File: src/rtl/uart_frame_pkg.sv
// Shared constants for the 5-byte UART command frame (SYNC, ADDR, DATA_HI, DATA_LO, CSUM).
// Error codes are shared with the TX-side frame encoder.
package uart_frame_pkg;

  localparam logic [7:0] SYNC_BYTE_DEF = 8'hA5;
  localparam int         FRAME_LEN     = 5;

  typedef enum logic [2:0] {
    ST_HUNT = 3'd0,
    ST_ADDR = 3'd1,
    ST_DHI  = 3'd2,
    ST_DLO  = 3'd3,
    ST_CSUM = 3'd4,
    ST_HOLD = 3'd5
  } frame_state_t;

  typedef logic [1:0] err_code_t;
  localparam err_code_t ERR_NONE    = 2'd0;
  localparam err_code_t ERR_CSUM    = 2'd1;
  localparam err_code_t ERR_TIMEOUT = 2'd2;
  localparam err_code_t ERR_OVERRUN = 2'd3;

endpackage

File: src/rtl/uart_frame_decoder.sv
// Assembles checksummed 5-byte frames into register-write commands; cmd_valid 1 cycle after CSUM.
// Command is held until cmd_ready; bytes arriving while it is held are dropped and flagged.
module uart_frame_decoder
  import uart_frame_pkg::*;
#(
  parameter logic [7:0] SYNC_BYTE      = SYNC_BYTE_DEF,
  parameter int         TIMEOUT_CYCLES = 100000,
  localparam int        TO_W           = $clog2(TIMEOUT_CYCLES)
) (
  input  logic        clk,
  input  logic        rst,
  input  logic [7:0]  rx_data,
  input  logic        rx_valid,
  output logic        cmd_valid,
  input  logic        cmd_ready,
  output logic [7:0]  cmd_addr,
  output logic [15:0] cmd_data,
  output logic        err_csum,
  output logic        err_timeout,
  output logic        err_overrun
);

  // Expiry fires on the idle cycle that would push the counter to TIMEOUT_CYCLES-1.
  localparam logic [TO_W-1:0] TO_LAST = TO_W'(TIMEOUT_CYCLES - 2);

  frame_state_t    state_q, state_d;
  logic [7:0]      acc_q, acc_d;
  logic [TO_W-1:0] cnt_q, cnt_d;
  logic [7:0]      addr_q, addr_d, dhi_q, dhi_d, dlo_q, dlo_d;
  logic            cmd_valid_d;
  logic [7:0]      cmd_addr_d;
  logic [15:0]     cmd_data_d;
  err_code_t       err_q, err_d;
  logic            in_frame;
  logic            sync_hit;

  assign sync_hit = rx_valid && (rx_data == SYNC_BYTE);

  always_ff @(posedge clk) begin
    if (rst) begin
      state_q   <= ST_HUNT;
      acc_q     <= '0;
      cnt_q     <= '0;
      addr_q    <= '0;
      dhi_q     <= '0;
      dlo_q     <= '0;
      cmd_valid <= 1'b0;
      cmd_addr  <= '0;
      cmd_data  <= '0;
      err_q     <= ERR_NONE;
    end else begin
      state_q   <= state_d;
      acc_q     <= acc_d;
      cnt_q     <= cnt_d;
      addr_q    <= addr_d;
      dhi_q     <= dhi_d;
      dlo_q     <= dlo_d;
      cmd_valid <= cmd_valid_d;
      cmd_addr  <= cmd_addr_d;
      cmd_data  <= cmd_data_d;
      err_q     <= err_d;
    end
  end

  always_comb begin
    state_d     = state_q;
    acc_d       = acc_q;
    cnt_d       = cnt_q;
    addr_d      = addr_q;
    dhi_d       = dhi_q;
    dlo_d       = dlo_q;
    cmd_valid_d = cmd_valid;
    cmd_addr_d  = cmd_addr;
    cmd_data_d  = cmd_data;
    err_d       = ERR_NONE;
    in_frame    = (state_q == ST_ADDR) || (state_q == ST_DHI) ||
                  (state_q == ST_DLO)  || (state_q == ST_CSUM);

    // A byte on the expiry cycle wins, so the timeout only triggers on an idle cycle.
    if (in_frame) begin
      if (rx_valid) begin
        cnt_d = '0;
      end else if (cnt_q == TO_LAST) begin
        cnt_d   = '0;
        state_d = ST_HUNT;
        err_d   = ERR_TIMEOUT;
      end else begin
        cnt_d = cnt_q + TO_W'(1);
      end
    end

    unique case (state_q)
      ST_HUNT: begin
        if (sync_hit) begin
          state_d = ST_ADDR;
          acc_d   = '0;
          cnt_d   = '0;
        end
      end
      ST_ADDR: begin
        if (rx_valid) begin
          addr_d  = rx_data;
          acc_d   = acc_q + rx_data;
          state_d = ST_DHI;
        end
      end
      ST_DHI: begin
        if (rx_valid) begin
          dhi_d   = rx_data;
          acc_d   = acc_q + rx_data;
          state_d = ST_DLO;
        end
      end
      ST_DLO: begin
        if (rx_valid) begin
          dlo_d   = rx_data;
          acc_d   = acc_q + rx_data;
          state_d = ST_CSUM;
        end
      end
      ST_CSUM: begin
        if (rx_valid) begin
          if (rx_data == acc_q) begin
            cmd_valid_d = 1'b1;
            cmd_addr_d  = addr_q;
            cmd_data_d  = {dhi_q, dlo_q};
            state_d     = ST_HOLD;
          end else begin
            err_d   = ERR_CSUM;
            state_d = ST_HUNT;
          end
        end
      end
      ST_HOLD: begin
        // cmd_valid is always high here, so cmd_ready alone completes the handshake.
        if (cmd_ready) begin
          cmd_valid_d = 1'b0;
          if (sync_hit) begin
            state_d = ST_ADDR;
            acc_d   = '0;
            cnt_d   = '0;
          end else begin
            state_d = ST_HUNT;
          end
        end else if (rx_valid) begin
          err_d = ERR_OVERRUN;
        end
      end
      default: state_d = ST_HUNT;
    endcase
  end

  assign err_csum    = (err_q == ERR_CSUM);
  assign err_timeout = (err_q == ERR_TIMEOUT);
  assign err_overrun = (err_q == ERR_OVERRUN);

endmodule

File: config.mk
export PLATFORM = sky130hd
export DESIGN_NAME = uart_frame_decoder
export DESIGN_NICKNAME = d
export VERILOG_FILES = /design/src/rtl/uart_frame_pkg.sv /design/src/rtl/uart_frame_decoder.sv
export SDC_FILE = /design/constraint.sdc
export NUM_CORES = 1
export LEC_CHECK = 0
export CORE_MARGIN = 2
export CORE_UTILIZATION = 45
export DETAILED_ROUTE_END_ITERATION = 8
export GPL_ROUTABILITY_DRIVEN = 0
export PLACE_DENSITY = 0.67
export SYNTH_ARGS = -nofsm -noshare
export SYNTH_HDL_FRONTEND = slang
export SYNTH_SLANG_ARGS = --single-unit
export TNS_END_PERCENT = 5
File: constraint.sdc
create_clock -name clk -period 2.7 [get_ports clk]
set_input_delay 0.54 -clock clk [delete_from_list [all_inputs] [get_ports clk]]
set_output_delay 0.54 -clock clk [all_outputs]
set_load 0.01 [all_outputs]
# [Word-level counts from Yosys, hierarchy flattened]
# Cells that the tools add are included.
[totals] reg_bits=79 in_bits=12 elab_cells=75
[op_classes] add_sub_neg=2 eq_ne=15 mux=34 n_reduce_logical=14
[op_table] cell="17-bit 2-to-1 mux" n=5
[op_table] cell="17-bit case mux with 2 select lines" n=1
[op_table] cell="3-bit 2-to-1 mux" n=10
[op_table] cell="8-bit 2-to-1 mux" n=3
[op_table] cell="8-bit case mux with 3 select lines" n=1
[op_table] cell="3-bit case mux with 6 select lines" n=1
[op_table] cell="17-bit by 1-bit adder with 17-bit output, second input constant" n=1
[op_table] cell="17-bit == test, second input constant" n=1
[op_table] cell="2-bit 2-to-1 mux" n=7
[op_table] cell="8-bit adder" n=1
[op_table] cell="8-bit == test" n=1
[op_table] cell="8-bit == test, second input constant" n=1
[op_table] cell="3-bit by 2-bit == test with 1-bit output, second input constant" n=2
[op_table] cell="3-bit == test, second input constant" n=2
[op_table] cell="2-bit AND reduction" n=3
[op_table] cell="3-bit AND reduction" n=2
[op_table] cell="2-bit == test, second input constant" n=2
[op_table] cell="1-bit 2-to-1 mux" n=4
[op_table] cell="2-bit by 1-bit != test with 1-bit output, second input constant" n=2
[op_table] cell="2-bit != test, second input constant" n=2
[op_table] cell="2-bit case mux with 2 select lines" n=1
[op_table] cell="4-bit AND reduction" n=1
[op_table] cell="3-bit by 1-bit == test with 1-bit output, second input constant" n=1
[op_table] cell="3-bit logical NOT" n=1
[op_table] cell="other kinds (7)" n=9

# [Logic depth before layout (Yosys ltp)]
[depth] ltp_word=8 ltp_mapped=8

# [Worst setup path before layout]
# OpenSTA, ideal clock, no wires.
[synth_path] kind="input to register" start="input rx_data[5]" end="register cmd_addr[7]" setup_ns=0.128 t_arrival_ns=2.112 path_slack_ns=0.461 path_stages=8 cell_sequence="ha_1 > nor4_2 > nand3_1 > or3_1 > buf_6 > buf_8 > mux2i_1 > nor2_1"
[synth_between] elab_chain_len=2
[synth_rtl] item="from (decl)" line="uart_frame_decoder.sv:12" text="input logic [7:0] rx_data,"
[synth_rtl] item="8-bit == test" line="uart_frame_decoder.sv:123" text="if (rx_data == acc_q) begin"
[synth_rtl] item="3-bit AND reduction (no source line)"
[synth_rtl] item="to (signal assigned)" line="uart_frame_decoder.sv:59" text="cmd_addr <= cmd_addr_d;"
[synth_rtl] item="to (decl)" line="uart_frame_decoder.sv:16" text="output logic [7:0] cmd_addr,"
# No other way between the ends.
# A chain may end at the register's enable or synchronous reset.

# [Worst setup path in the final report]
[layout_path] start="input rx_data[4]" end="register cmd_data[2]"
[layout_between] elab_chain_len=2
[layout_rtl] item="8-bit == test" line="uart_frame_decoder.sv:123"
[layout_rtl] item="3-bit AND reduction (no source line)"
[layout_rtl] item="to (signal assigned)" line="uart_frame_decoder.sv:60" text="cmd_data <= cmd_data_d;"
[layout_rtl] item="to (decl)" line="uart_frame_decoder.sv:17" text="output logic [15:0] cmd_data,"
# No other way between the ends.

==> flow_summary.toml <==
[clock_tree]
clock_latency_ns = 0.35
clockRootBuffer = "clkbuf_8"
cts_tree = "done"
cts_buffers = 9
clk_pin_slew_ns = 0.09
cts_hold_buf = 0
cts_setup_buffers = 0
clockBufferDepth = 2
cts.repair.resized = 0
htree_levels = 3
clkSinkCount = 79

[timing]
worst_slew_margin_rel_pct = 67.0
finalSetupViolations = 0
fin_crit_ns = 2.38
grt_setup_unrepaired = "no"
worst_pin_slew_ns = 0.489
worst_slack_ns = 0.320
tns_ns = 0
hold_viol_final = 0
max_freq_mhz = 420
finalCritPeriodShare_pct = 88.1
slew_violations = 0
clock_skew_ns = 0.00626
hold_slack_ns = 0.462

[detailed_routing]
wl_met1_um = 3840
dr_wl_met3_um = 303
drt_iter0_markers = 95
drt-total-wl_um = 8150
dr.pass1.iters = 4
via_per_inst = 5.36
drcViolationCount = 0
wl_met2_um = 3900
num_vias = 3059
drtAntennaViolNets = 0
avgRoutedWirePerCell_um = 14.3
top_layer = "met4"

[yosys]
synth-seq-cells = 79
synth-simple-area-share_pct = 22.6
syn-num-nets = 431
synth_top_family_by_area = "simple AND/OR/NAND/NOR gates"
yosys.area_share.adder_pct = 3.67
yosys.area_share.xor_xnor_pct = 3.39
synthArstFlopShare_pct = 0
postSynthCellCount = 409
synthMuxAreaShare_pct = 8.86
synth-edff-count = 0
synth-compound-area-share_pct = 13.3
synth.avg_cell_area_um2 = 8.83
seq_area_frac_synth_pct = 43.8
yosys_most_used_dff = "dfxtp_1"
ys_warn_count = 0
yosysUniqueCellTypes = 57
syn_area_um2 = 3610

[finish]
area_growth_pct = 22.0
drive_above_1_share_pct = 10.4
num-nets-final = 486
antenna_cells = 0
fillerInstances = 731
finalNonFillerCells = 571

[die]
die_height_um = 93.6
rows = 32
initial_core_util_pct = 46.5
pin_count = 40
core_area_um2 = 7770
dieArea_um2 = 8760
fp.dieW_um = 93.6

[placed_design]
dp_slack_ns = -0.0605
dp_cells = 555
dp_hpwl_um = 5810
port_buffers = 39

[hold_path]
worstHoldStart = "dlo_q[2]"
hold_path.class = "reg2reg"

[setup_path]
start_kind = "input port"
arrival_ns = 2.60
cp-startpoint = "rx_data[4]"
crit_type = "in2reg"
timing.rr.start = "acc_q[1]"
critPathCaptureType = "register"
cp_max_fo = 25
required_ns = 2.92

[global_routing]
antenna_found_initial = 0
grt_pass1_vias = 2874
track_usage_pct = 20.0
grt_pass1_wl_um = 13800
grt_max_degree = 51
grt-ovfl-total = 0

[outcome]
status = "finished, final reports clean"

[flow_run]
maxCapViolCount = 0

[power]
total_power_mw = 2.21
power_density_nw_per_um2 = 501
ir_drop_uv = 245
p_leak_nw = 1.72
==> final cells by class <==
type / instances / area [um2] / area share, %
Tap cell: 102 / 128 / 2.90
Inverter: 13 / 48.8 / 1.11
Multi-Input combinational cell: 300 / 1870 / 42.5
Timing Repair Buffer: 61 / 563 / 12.8
Clock inverter: 6 / 76.3 / 1.73
Sequential cell: 79 / 1580 / 35.9
Clock buffer: 10 / 138 / 3.12
==> layout by cell type (no fill, tap or decap), types with 5 or more instances in the layout <==
master	netlist	layout
mux2i_1	32	32
buf_4	0	21
ha_1	9	9
a22o_1	5	5
clkbuf_8	0	10
xnor2_1	11	11
nor3_1	10	10
clkdlybuf4s50_1	0	38
nand3_1	16	16
o21ai_0	12	12
nor2_1	52	52
nor4_1	7	7
or3_1	7	7
inv_1	13	13
nand2_1	51	51
dfxtp_1	79	79
a21oi_1	28	28
==> sequential cells by signal, summed over array words and instances (netlist names) <==
name / flops
dhi_q: 8
state_q: 3
err_q: 2
cmd_data: 16
cnt_q: 17
acc_q: 8
cmd_valid: 1
cmd_addr: 8
dlo_q: 8
addr_q: 8
==> layer usage <==
layer,global-route usage [%],up-vias
met5,0,-
met4,7.97,0
met3,4.35,9
met2,33.0,46
met1,25.6,1446
li1,-,1558
==> cells by family (layout without fill, tap and decap cells) <==
family / count (synthesis) / after routing
AOI/OAI and AO/OA: 74 / 74
xor gates and xnor gates: 14 / 14
adders and majority gates: 10 / 10
buffers and inverters: 30 / 90
DFF: 79 / 79
muxes: 32 / 32
and+or+nand+nor: 170 / 170
==> Yosys cell counts, types with 2 or more instances <==
cell type / instances / area share, %
dfxtp_1: 79 / 44
nor2_1: 52 / 5.4
nand2_1: 51 / 5.3
mux2i_1: 32 / 8.9
a21oi_1: 28 / 3.9
nand3_1: 16 / 2.2
inv_1: 13 / 1.4
o21ai_0: 12 / 1.7
xnor2_1: 11 / 2.7
clkbuf_1: 10 / 1.0
nor3_1: 10 / 1.4
ha_1: 9 / 3.1
nor4_1: 7 / 1.2
or3_1: 7 / 1.2
a22o_1: 5 / 1.2
a21o_1: 4 / 0.83
and2_1: 4 / 0.69
a211oi_1: 3 / 0.62
buf_2: 3 / 0.42
nand4_1: 3 / 0.52
o22ai_1: 3 / 0.52
xor2_1: 3 / 0.73
a31oi_1: 2 / 0.35
a41oi_1: 2 / 0.48
and3_1: 2 / 0.35
and4_1: 2 / 0.48
and4bb_2: 2 / 0.69
buf_6: 2 / 0.62
nand2b_1: 2 / 0.35
nor2b_1: 2 / 0.35
nor4_2: 2 / 0.69
==> worst max-delay path: stages <==
cell	delay, ns
clkdlybuf4s50_1	0.47
ha_1	0.36
nor4_2	0.25
nand3_1	0.14
or3_1	0.43
buf_12	0.19
mux2i_1	0.15
nor2_1	0.06
==> where the power goes <==
| group | switching, mW | internal [mW] | leakage [nW] |
|---|---|---|---|
| logic | 0.0623 | 0.0417 | 0.978 |
| registers | 0.000371 | 1.16 | 0.636 |
| clock network | 0.471 | 0.469 | 0.109 |
==> through the flow <==
step	cell area (um2)	util (%)
after global placement	4190	54.0
after floorplan	3610	-
after global routing	4410	56.7
after detailed placement	4190	54.0
final	4410	56.7
after CTS	4410	56.7
==> path summary, 6_finish.rpt <==
check / to / slack, ns / depth (start not counted)
worst max-delay path: cmd_data[2] / 0.32 / 8
worst min-delay path: dlo_q[2] / 0.46 / 2
worst max register to register: cmd_data[2] / 0.60 / 7
worst min register to register: dlo_q[2] / 0.46 / 2
No activity file was read; power rests on OpenSTA's default activity.
